$ cat src/rtl/id_ex_stage_if.sv
// Purpose : bundles the ID->EX stage handshake, decode payload, writeback snoop
//           and EX-side payload into one parameterised interface.
// Ports   : master = decode/EX side (drives inputs, reads outputs);
//           slave  = the id_ex_stage pipeline register itself.
interface id_ex_stage_if #(
  parameter int XLEN   = 32,
  parameter int RA_W   = 5,
  parameter int CTRL_W = 8
);
  // Control and handshake
  logic              flush_i;
  logic              in_valid_i;
  logic              in_ready_o;
  logic              out_valid_o;
  logic              out_ready_i;
  // Decode payload
  logic [XLEN-1:0]   pc_i, instr_i, rs1_data_i, rs2_data_i, imm_i;
  logic [RA_W-1:0]   rs1_addr_i, rs2_addr_i, rd_addr_i;
  logic [CTRL_W-1:0] ctrl_i;
  // Writeback snoop port
  logic              wb_en_i;
  logic [RA_W-1:0]   wb_addr_i;
  logic [XLEN-1:0]   wb_data_i;
  // Payload to EX
  logic [XLEN-1:0]   pc_o, instr_o, rs1_data_o, rs2_data_o, imm_o;
  logic [RA_W-1:0]   rs1_addr_o, rs2_addr_o, rd_addr_o;
  logic [CTRL_W-1:0] ctrl_o;

  modport master (
    output flush_i, in_valid_i, out_ready_i,
    output pc_i, instr_i, rs1_data_i, rs2_data_i, imm_i,
    output rs1_addr_i, rs2_addr_i, rd_addr_i, ctrl_i,
    output wb_en_i, wb_addr_i, wb_data_i,
    input  in_ready_o, out_valid_o,
    input  pc_o, instr_o, rs1_data_o, rs2_data_o, imm_o,
    input  rs1_addr_o, rs2_addr_o, rd_addr_o, ctrl_o
  );

  modport slave (
    input  flush_i, in_valid_i, out_ready_i,
    input  pc_i, instr_i, rs1_data_i, rs2_data_i, imm_i,
    input  rs1_addr_i, rs2_addr_i, rd_addr_i, ctrl_i,
    input  wb_en_i, wb_addr_i, wb_data_i,
    output in_ready_o, out_valid_o,
    output pc_o, instr_o, rs1_data_o, rs2_data_o, imm_o,
    output rs1_addr_o, rs2_addr_o, rd_addr_o, ctrl_o
  );
endinterface

$ cat src/rtl/id_ex_stage.sv
// Purpose      : elastic ID->EX pipeline register with flush, NOP gating of ctrl
//                on bubbles and writeback snooping of held operands.
// Latency      : 1 cycle from input transfer to out_valid_o when empty.
// Backpressure : SKID=1 -> two entries, in_ready_o from a flop (= !skid_v);
//                SKID=0 -> one entry, in_ready_o = !main_v || out_ready_i.
// Ports        : CLK, nRESET (async active-low), io (id_ex_stage_if.slave).
module id_ex_stage #(
  parameter int XLEN   = 32,
  parameter int RA_W   = 5,
  parameter int CTRL_W = 8,
  parameter int SKID   = 1
) (
  input  logic          CLK,
  input  logic          nRESET,
  id_ex_stage_if.slave  io
);

  localparam logic SKID_EN = (SKID != 0);

  typedef struct packed {
    logic [XLEN-1:0]   pc;
    logic [XLEN-1:0]   instr;
    logic [XLEN-1:0]   rs1_d;
    logic [XLEN-1:0]   rs2_d;
    logic [XLEN-1:0]   imm;
    logic [RA_W-1:0]   rs1_a;
    logic [RA_W-1:0]   rs2_a;
    logic [RA_W-1:0]   rd_a;
    logic [CTRL_W-1:0] ctrl;
  } entry_t;

  entry_t r_main, r_skid;
  logic   r_main_v, r_skid_v, r_in_rdy;

  entry_t w_in_ent, w_main_nxt, w_skid_nxt;
  logic   w_main_v_nxt, w_skid_v_nxt;
  logic   w_in_rdy, w_in_xfer, w_out_xfer, w_main_free;
  logic   w_wb_act;

  assign w_in_ent = '{pc: io.pc_i, instr: io.instr_i, rs1_d: io.rs1_data_i,
                      rs2_d: io.rs2_data_i, imm: io.imm_i, rs1_a: io.rs1_addr_i,
                      rs2_a: io.rs2_addr_i, rd_a: io.rd_addr_i, ctrl: io.ctrl_i};

  // x0 is hard-wired zero, so writes to it must never be forwarded.
  assign w_wb_act    = io.wb_en_i && (io.wb_addr_i != '0);

  assign w_in_rdy    = SKID_EN ? r_in_rdy : (!r_main_v || io.out_ready_i);
  assign w_in_xfer   = io.in_valid_i && w_in_rdy;
  assign w_out_xfer  = r_main_v && io.out_ready_i;
  assign w_main_free = !r_main_v || w_out_xfer;

  // Replace stale operands of whatever entry lands in a register this edge.
  function automatic entry_t f_snoop(input entry_t e);
    entry_t r;
    r = e;
    if (w_wb_act && (e.rs1_a == io.wb_addr_i)) r.rs1_d = io.wb_data_i;
    if (w_wb_act && (e.rs2_a == io.wb_addr_i)) r.rs2_d = io.wb_data_i;
    return r;
  endfunction

  always_comb begin
    w_main_nxt   = f_snoop(r_main);
    w_skid_nxt   = f_snoop(r_skid);
    w_main_v_nxt = r_main_v;
    w_skid_v_nxt = r_skid_v;
    if (io.flush_i) begin
      // Flush wins over everything; same-cycle input is dropped.
      w_main_v_nxt = 1'b0;
      w_skid_v_nxt = 1'b0;
    end else if (r_skid_v) begin
      // Full: in_ready_o is low, so only the skid->main shift can happen.
      if (w_out_xfer) begin
        w_main_nxt   = f_snoop(r_skid);
        w_skid_v_nxt = 1'b0;
      end
    end else if (w_in_xfer) begin
      if (w_main_free) begin
        w_main_nxt   = f_snoop(w_in_ent);
        w_main_v_nxt = 1'b1;
      end else if (SKID_EN) begin
        w_skid_nxt   = f_snoop(w_in_ent);
        w_skid_v_nxt = 1'b1;
      end
    end else if (w_out_xfer) begin
      w_main_v_nxt = 1'b0;
    end
  end

  always_ff @(posedge CLK or negedge nRESET) begin
    if (!nRESET) begin
      r_main   <= '0;
      r_skid   <= '0;
      r_main_v <= 1'b0;
      r_skid_v <= 1'b0;
      r_in_rdy <= 1'b1;
    end else begin
      r_main   <= w_main_nxt;
      r_skid   <= w_skid_nxt;
      r_main_v <= w_main_v_nxt;
      r_skid_v <= w_skid_v_nxt;
      // Registered ready: tracks the skid slot becoming free next cycle.
      r_in_rdy <= !w_skid_v_nxt;
    end
  end

  assign io.in_ready_o  = w_in_rdy;
  assign io.out_valid_o = r_main_v;
  assign io.pc_o        = r_main.pc;
  assign io.instr_o     = r_main.instr;
  assign io.rs1_data_o  = r_main.rs1_d;
  assign io.rs2_data_o  = r_main.rs2_d;
  assign io.imm_o       = r_main.imm;
  assign io.rs1_addr_o  = r_main.rs1_a;
  assign io.rs2_addr_o  = r_main.rs2_a;
  assign io.rd_addr_o   = r_main.rd_a;
  // Bubbles reach EX as an all-zero control word (NOP).
  assign io.ctrl_o      = r_main_v ? r_main.ctrl : '0;

endmodule

$ cat src/flat_wrapper.sv
// flat-port wrapper written by rule: the top's interface ports become plain ports
module id_ex_stage_flat 
#(
  parameter int XLEN   = 32,
  parameter int RA_W   = 5,
  parameter int CTRL_W = 8,
  parameter int SKID   = 1
)
  (CLK, nRESET, io_flush_i, io_in_valid_i, io_out_ready_i, io_pc_i, io_instr_i, io_rs1_data_i, io_rs2_data_i, io_imm_i, io_rs1_addr_i, io_rs2_addr_i, io_rd_addr_i, io_ctrl_i, io_wb_en_i, io_wb_addr_i, io_wb_data_i, io_in_ready_o, io_out_valid_o, io_pc_o, io_instr_o, io_rs1_data_o, io_rs2_data_o, io_imm_o, io_rs1_addr_o, io_rs2_addr_o, io_rd_addr_o, io_ctrl_o);
  id_ex_stage_if #(.XLEN(XLEN), .RA_W(RA_W), .CTRL_W(CTRL_W)) io_i ();
  input  logic CLK;
  input  logic nRESET;
  input wire logic [$bits(io_i.flush_i)-1:0] io_flush_i;
  input wire logic [$bits(io_i.in_valid_i)-1:0] io_in_valid_i;
  input wire logic [$bits(io_i.out_ready_i)-1:0] io_out_ready_i;
  input wire logic [$bits(io_i.pc_i)-1:0] io_pc_i;
  input wire logic [$bits(io_i.instr_i)-1:0] io_instr_i;
  input wire logic [$bits(io_i.rs1_data_i)-1:0] io_rs1_data_i;
  input wire logic [$bits(io_i.rs2_data_i)-1:0] io_rs2_data_i;
  input wire logic [$bits(io_i.imm_i)-1:0] io_imm_i;
  input wire logic [$bits(io_i.rs1_addr_i)-1:0] io_rs1_addr_i;
  input wire logic [$bits(io_i.rs2_addr_i)-1:0] io_rs2_addr_i;
  input wire logic [$bits(io_i.rd_addr_i)-1:0] io_rd_addr_i;
  input wire logic [$bits(io_i.ctrl_i)-1:0] io_ctrl_i;
  input wire logic [$bits(io_i.wb_en_i)-1:0] io_wb_en_i;
  input wire logic [$bits(io_i.wb_addr_i)-1:0] io_wb_addr_i;
  input wire logic [$bits(io_i.wb_data_i)-1:0] io_wb_data_i;
  output wire logic [$bits(io_i.in_ready_o)-1:0] io_in_ready_o;
  output wire logic [$bits(io_i.out_valid_o)-1:0] io_out_valid_o;
  output wire logic [$bits(io_i.pc_o)-1:0] io_pc_o;
  output wire logic [$bits(io_i.instr_o)-1:0] io_instr_o;
  output wire logic [$bits(io_i.rs1_data_o)-1:0] io_rs1_data_o;
  output wire logic [$bits(io_i.rs2_data_o)-1:0] io_rs2_data_o;
  output wire logic [$bits(io_i.imm_o)-1:0] io_imm_o;
  output wire logic [$bits(io_i.rs1_addr_o)-1:0] io_rs1_addr_o;
  output wire logic [$bits(io_i.rs2_addr_o)-1:0] io_rs2_addr_o;
  output wire logic [$bits(io_i.rd_addr_o)-1:0] io_rd_addr_o;
  output wire logic [$bits(io_i.ctrl_o)-1:0] io_ctrl_o;
  assign io_i.flush_i = io_flush_i;
  assign io_i.in_valid_i = io_in_valid_i;
  assign io_i.out_ready_i = io_out_ready_i;
  assign io_i.pc_i = io_pc_i;
  assign io_i.instr_i = io_instr_i;
  assign io_i.rs1_data_i = io_rs1_data_i;
  assign io_i.rs2_data_i = io_rs2_data_i;
  assign io_i.imm_i = io_imm_i;
  assign io_i.rs1_addr_i = io_rs1_addr_i;
  assign io_i.rs2_addr_i = io_rs2_addr_i;
  assign io_i.rd_addr_i = io_rd_addr_i;
  assign io_i.ctrl_i = io_ctrl_i;
  assign io_i.wb_en_i = io_wb_en_i;
  assign io_i.wb_addr_i = io_wb_addr_i;
  assign io_i.wb_data_i = io_wb_data_i;
  assign io_in_ready_o = io_i.in_ready_o;
  assign io_out_valid_o = io_i.out_valid_o;
  assign io_pc_o = io_i.pc_o;
  assign io_instr_o = io_i.instr_o;
  assign io_rs1_data_o = io_i.rs1_data_o;
  assign io_rs2_data_o = io_i.rs2_data_o;
  assign io_imm_o = io_i.imm_o;
  assign io_rs1_addr_o = io_i.rs1_addr_o;
  assign io_rs2_addr_o = io_i.rs2_addr_o;
  assign io_rd_addr_o = io_i.rd_addr_o;
  assign io_ctrl_o = io_i.ctrl_o;
  id_ex_stage #(.XLEN(XLEN), .RA_W(RA_W), .CTRL_W(CTRL_W), .SKID(SKID)) u_core (.CLK(CLK), .nRESET(nRESET), .io(io_i));
endmodule
$ cat config.mk
export PLATFORM = sky130hd
export DESIGN_NAME = id_ex_stage_flat
export DESIGN_NICKNAME = d
export VERILOG_FILES = /design/src/rtl/id_ex_stage_if.sv /design/src/rtl/id_ex_stage.sv /design/src/flat_wrapper.sv
export SDC_FILE = /design/constraint.sdc
export NUM_CORES = 1
export LEC_CHECK = 0
export ABC_AREA = 1
export BUFFER_PORTS_ARGS = -buffer_cell sky130_fd_sc_hd__buf_4
export CAP_MARGIN = 5
export CORE_ASPECT_RATIO = 0.7
export CORE_MARGIN = 2
export CORE_UTILIZATION = 40
export CTS_BUF_LIST = sky130_fd_sc_hd__clkbuf_8
export CTS_CLUSTER_DIAMETER = 120
export DETAILED_ROUTE_END_ITERATION = 16
export RECOVER_POWER = 25
export SLEW_MARGIN = 20
export SYNTH_ARGS = -nofsm -noshare
export SYNTH_HDL_FRONTEND = slang
export SYNTH_SLANG_ARGS = --single-unit
$ cat constraint.sdc
create_clock -name CLK -period 2 [get_ports CLK]
set_input_delay 0 -clock CLK [delete_from_list [all_inputs] [get_ports CLK]]
set_output_delay 0 -clock CLK [all_outputs]
set_load 0.01 [all_outputs]
==> results of run 1 <==
[cell usage after synthesis]
cell type and number:
buf_6 13, xor2_1 11, buf_2 88, nor3_2 2
nand3_2 5, o22ai_1 119, clkinv_1 1, dfrtp_1 368
nand2_2 2, xnor2_1 7, nor2_4 6, buf_4 188
a21oi_1 2, inv_1 477, o21ai_0 123, nor2_2 6
buf_1 13, nand2_4 2, nor2_1 13, nand3_1 482
dfstp_2 1, inv_4 1, clkbuf_1 55, nand4_1 97
inv_2 5, nand2_1 768
[power breakdown]
| part | total (W) | switching (W) | internal (W) |
|---|---|---|---|
| Sequential | 0.0105 | 0.00105 | 0.00945 |
| Combinational | 0.00727 | 0.00413 | 0.00314 |
| Clock | 0.00743 | 0.00344 | 0.00399 |
| Total | 0.0252 | 0.00862 | 0.0166 |
[cell type report]
cell class	instances	area share, %
sequential	369	34.1
multi-input combinational	1645	28.6
timing repair buffer	695	22.3
inverter	484	6.73
clock buffer	82	4.17
tap	684	3.16
clock inverter	34	0.855
antenna	6	0.0555
[logic make-up after synthesis]
family | Yosys count | synth area share (%)
AO/OA/AOI/OAI | 244 | 6.53
XOR/XNOR | 18 | 0.751
buffers and inverters | 841 | 19.4
flip-flops | 369 | 44.0
AND/OR/NAND/NOR | 1383 | 29.3
[worst paths after layout]
kind	startpoint	end	slack [ns]	depth (start not counted)
worst min register to register	u_core.io.instr_o[19]	u_core.io.instr_o[19]	0.48	2
worst max-delay path	u_core.io.rs1_addr_o[0]	u_core.io.rs1_data_o[25]	0.13	8
worst min-delay path	io_wb_addr_i[1]	u_core.io.rs1_data_o[26]	0.07	7
max in group asynchronous	nRESET	u_core.r_skid[31]	0.43	4
min in group asynchronous	nRESET	u_core.io.in_ready_o	0.49	3
worst max register to register	u_core.io.rs1_addr_o[0]	u_core.io.rs1_data_o[25]	0.13	8
[what timing repair did]
| item | 4_1_cts | 5_1_grt |
|---|---|---|
| gates resized for setup | 0 | 4 |
| setup endpoints to repair | 0 | 126 |
| hold buffers | 224 | 0 |
| hold endpoints to repair | 738 | 0 |
[tightest hold or removal path, delay by kind of cell]
family	cells	cell delay [ns]
buffers and inverters	1	0.17
AND/OR/NAND/NOR	5	0.42
XOR/XNOR	1	0.09
[metal layers]
layer | global-route usage (%) | vias to the layer above | wire length, µm
met1 | 35.1 | 9773 | 31600
met4 | 11.4 | 8 | 2640
li1 | - | 9704 | -
met2 | 39.6 | 927 | 32300
met3 | 6.40 | 188 | 5700
met5 | 0 | - | 53
[flip-flops by register name (all words and copies together) (netlist names)]
name	flops
u_core.io.instr_o	32
u_core.io.rd_addr_o	5
u_core.io.rs2_data_o	32
u_core.io.out_valid_o	1
u_core.r_main	8
u_core.r_skid_v	1
u_core.io.pc_o	32
u_core.io.imm_o	32
u_core.io.in_ready_o	1
u_core.io.rs1_data_o	32
u_core.r_skid	183
u_core.io.rs2_addr_o	5
u_core.io.rs1_addr_o	5
[stage by stage]
| stage | cell area, µm² | util (%) | hold slack (ns) | total power, W |
|---|---|---|---|---|
| after floorplan | 21000 | - | -0.296 | 0.0153 |
| after CTS | 27100 | 52.1 | 0.00526 | 0.0254 |
| after global placement | 23500 | 45.1 | -0.0407 | 0.0172 |
| after detailed placement | 23500 | 45.1 | -0.0334 | 0.0175 |
| final | 27100 | 52.0 | 0.0709 | 0.0252 |
| after global routing | 27100 | 52.0 | 0.0676 | 0.0269 |
==> results.toml, run 1 <==
[status]
status = "completed"

[detailed_routing]
dr.pass1.iters = 6
drc = 0
drt_iter0_markers = 1742
routed_wl_mm = 72.3
vias_per_cell = 5.15
wire_per_inst_um = 18.1
antenna_left = 0
vias = 20600

[layout]
multi_input_area_um2 = 7740
layout.area.seq_um2 = 9240
final_cell_mix = "766 x nand2_1, 497 x inv_1, 482 x nand3_1, 442 x buf_4, 368 x dfrtp_1"
final_layout_size_suffix_gt1_share_pct = 18.2
final_common_cell = "nand2_1"
stdcell_count = 3999
areaGrowthSynthToFinish_pct = 28.9
final_nets = 3487
fillCellCount = 4925

[worst_setup_path]
critPathTopFamily = "simple AND/OR/NAND/NOR gates"
start_kind = "register"
crit_path_end_kind = "register"
cp_max_fo = 32
crit_buf_inv = 1
worstPathRequired_ns = 2.57
critPathMaxStageDelay_ns = 0.41
slowest_stage = "dfrtp_1"
worstPathCellList = "xnor2_1 > nand2_1 > nor2_2 > nand3_2 > buf_4 > nand2_1 > nand3_1 > nand3_1"
worstPathArrival_ns = 2.44
crit_type = "reg -> reg"

[timing]
rsz0062_at_grt = "yes"
period_needed_ns = 1.87
worst_slack_ns = 0.131
hold_viol_final = 0
worst_pin_slew_ns = 1.10
finalCritPeriodShare_pct = 93.5
fin_tns_setup_ns = 0
finalMaxSlewViolations = 0
setup_viol = 0
fin_worst_skew_ns = 0.0377
max_freq_mhz = 535
slew_headroom_pct = 26.9

[synth]
ys.warnings.count = 0
ys_seq_area_share_pct = 44.0
yosysTopAreaCellShare_pct = 43.9
syn_inst = 2855
syn_nets = 3081
synth_top_cell_by_area = "dfrtp_1"
ys_ff_latch = 369
synthTopCellsByArea = "dfrtp_1 44%, nand2_1 14%, nand3_1 11%, inv_1 8.5%, buf_4 6.7%"
synth_area_um2 = 21000
ys_types = 26
syn_avg_cell_area_um2 = 7.35

[clock_network]
cts_setup_buffers = 0
clkSlewWorstSetupHoldPaths_ns = 0.06
h-tree-depth = 3
clockBufferDepth = 3
numCtsBuffers = 66
cts_root_buf = "clkbuf_8"
cts_tree = "yes"
clock_latency_ns = 0.67
cts.sinks = 369

[placement]
place_inst = 3651
dp_hpwl_mm = 44.6
post-place-ws_ns = 0.124
gp_congestion = 0.877
io_buffers = 410

[floorplanning]
ios = 411
die_h_um = 196
rows = 70
initial_core_util_pct = 40.4
dieArea_um2 = 54400
core_um2 = 52000
die_x_um = 278

[grt]
grt_overflow = 0
grt_usage_pct = 25.9
grt_max_degree = 230
antenna_found_initial = 10
grt_pass1_wl_mm = 112
grt_pass1_vias = 20308

[flow_run]
maxCapViolations = 0

[power_and_ir_drop]
power.density_nw_per_um2 = 931
peakVddDrop_mv = 0.449
leakage_nw = 14.8

[worst_hold_path]
min_path_type = "in -> reg"
Note: power is estimated with default switching activity, not from simulation.
==> inputs of run 2 (changes only) <==
Clock period 2 ns to 1.8 ns, I/O delays scaled along.
==> results.toml, run 2 (same netlist as run 1, synthesis figures left out) <==
[status]
status = "completed"

[timing]
worst_slack_ns = 0.0472
max_freq_mhz = 571
rsz0062_at_grt = "yes"
setup_viol = 0
slew_headroom_pct = 7.23
finalCritPeriodShare_pct = 97.4
finalMaxSlewViolations = 0
fin_worst_skew_ns = 0.0275
worst_pin_slew_ns = 1.39
hold_viol_final = 0
hold_slack_ns = 0.00420
period_needed_ns = 1.75

[worst_setup_path]
slowest_stage = "dfstp_2"
worstPathArrival_ns = 2.33
worstSetupStartpoint = "u_core.io.in_ready_o"
rr_endpoint = "u_core.io.pc_o[4]"
crit_type = "reg -> reg"
worstPathRequired_ns = 2.37
cp.depth = 9
crit_top_cell = "nand2_1"
crit_path_end_kind = "register"
critPathTopFamily = "simple AND/OR/NAND/NOR gates"
worstPathCellList = "nand2_1 > nor2_2 > nand2_4 > nor2_4 > nor2_4 > inv_6 > clkbuf_16 > nand2_1 > nand2_1"
cp_max_fo = 21
cp-endpoint = "u_core.io.pc_o[4]"
critPathMaxStageDelay_ns = 0.53
reg2reg_from = "u_core.io.in_ready_o"
rr_worst_depth = 9
r2r_slack_ns = 0.05
start_kind = "register"
crit_buf_inv = 2

[layout]
final_layout_size_suffix_gt1_share_pct = 18.5
fillCellCount = 4856
regMostFlops = "u_core.r_skid"
areaGrowthSynthToFinish_pct = 30.4
final_nets = 3504
stdcell_count = 4016
largest_reg_flops = 183
final_common_cell = "nand2_1"
final_cell_mix = "766 x nand2_1, 491 x inv_1, 482 x nand3_1, 436 x buf_4, 368 x dfrtp_1"

[clock_network]
clock_latency_ns = 0.66
cts_root_buf = "clkbuf_8"
cts.sinks = 369
clockBufferDepth = 3
h-tree-depth = 3
numCtsBuffers = 66
clkSlewWorstSetupHoldPaths_ns = 0.06
cts_tree = "yes"

[grt]
grt_pass1_wl_mm = 114
grt_pass1_vias = 20499
grt_overflow = 0
antenna_found_initial = 10
grt_max_degree = 121
grt_usage_pct = 26.3

[floorplanning]
rows = 70
die_x_um = 278
initial_core_util_pct = 40.4
core_um2 = 52000
die_h_um = 196
dieArea_um2 = 54400
ios = 411

[power_and_ir_drop]
leakage_nw = 14.9
power.density_nw_per_um2 = 1030
peakVddDrop_mv = 0.538

[placement]
dp_hpwl_mm = 45.4
post-place-ws_ns = 0.0449
io_buffers = 410
gp_congestion = 0.878
place_inst = 3668

[detailed_routing]
wire_per_inst_um = 18.2
antenna_left = 0
drt_iter0_markers = 2166
routed_wl_mm = 73.0
drc = 0
dr.pass1.iters = 8
vias_per_cell = 5.16
vias = 20721

[flow_run]
maxCapViolations = 0

[worst_hold_path]
min_path_type = "in -> async"
==> run 2: cell count changes in the layout (fill, tap and decap cells not counted), sizes merged <==
cell          previous run  this run
buf                    462       472
dlymetal6s4s             0         1
diode                    6         7
dlygate4sd3            223       222
clkbuf                  92        99
clkinv                   7        11
inv                    507       502
==> run 2: layout make-up <==
class	count	area (µm²)	share of cell area [%]
repair buffers	712	6330	23.1
flip-flops and latches	369	9240	33.7
clock inverters	33	235	0.859
inverters	484	1820	6.66
well taps	684	856	3.13
diodes	7	17.5	0.0640
multi-input cells	1645	7750	28.3
clock buffers	82	1130	4.12
==> run 2: worst min path at each step <==
| stage | startpoint | end | slack, ns | cells past startpoint |
|---|---|---|---|---|
| finish | nRESET | u_core.io.in_ready_o | 0.004 | 2 |
| global route | nRESET | u_core.io.in_ready_o | -0.02 | 2 |
| CTS | nRESET | u_core.io.in_ready_o | 0.006 | 2 |
| detailed placement | nRESET | u_core.io.pc_o[11] | -0.02 | 1 |
| global placement | nRESET | u_core.io.pc_o[25] | -0.03 | 1 |
| floorplan | nRESET | u_core.io.imm_o[0] | -0.30 | 0 |
==> run 2: what timing repair did <==
item	in CTS	in global routing
endpoints found under the hold margin	738	0
gates resized for setup	0	12
hold buffers	223	0
endpoints found under the setup margin	0	306
buffers inserted	0	1
==> run 2: power by group <==
part / switching, W / internal, W / leakage, nW
logic: 0.00462 / 0.00358 / 9.46
registers: 0.00119 / 0.0105 / 4.65
clock network: 0.00385 / 0.00445 / 0.759
total: 0.00966 / 0.0185 / 14.9
==> run 2: metrics by stage <==
stage / cell area [µm²] / setup TNS [ns] / util (%) / total power [W]
2_1_floorplan: 21000 / 0 / - / 0.0170
3_3_place_gp: 23800 / 0 / 45.7 / 0.0192
3_5_place_dp: 23800 / 0 / 45.7 / 0.0195
4_1_cts: 27400 / 0 / 52.6 / 0.0283
5_1_grt: 27400 / -1.28 / 52.6 / 0.0300
6_report: 27400 / 0 / 52.6 / 0.0282
==> run 2: metal layers <==
layer,global-route usage (%),wire length (µm),vias up
li1,-,-,9733
met1,35.8,31400,9783
met2,39.8,32600,1028
met3,6.65,6500,171
met4,10.9,2430,6
met5,0,34,-
==> run 2: worst reg2reg max path, cell delays in order (launching register included) <==
cell and delay, ns:
dfstp_2 0.53, nand2_1 0.09, nor2_2 0.17, nand2_4 0.10, nor2_4 0.16, nor2_4 0.10, inv_6 0.16, clkbuf_16 0.23
nand2_1 0.07, nand2_1 0.06
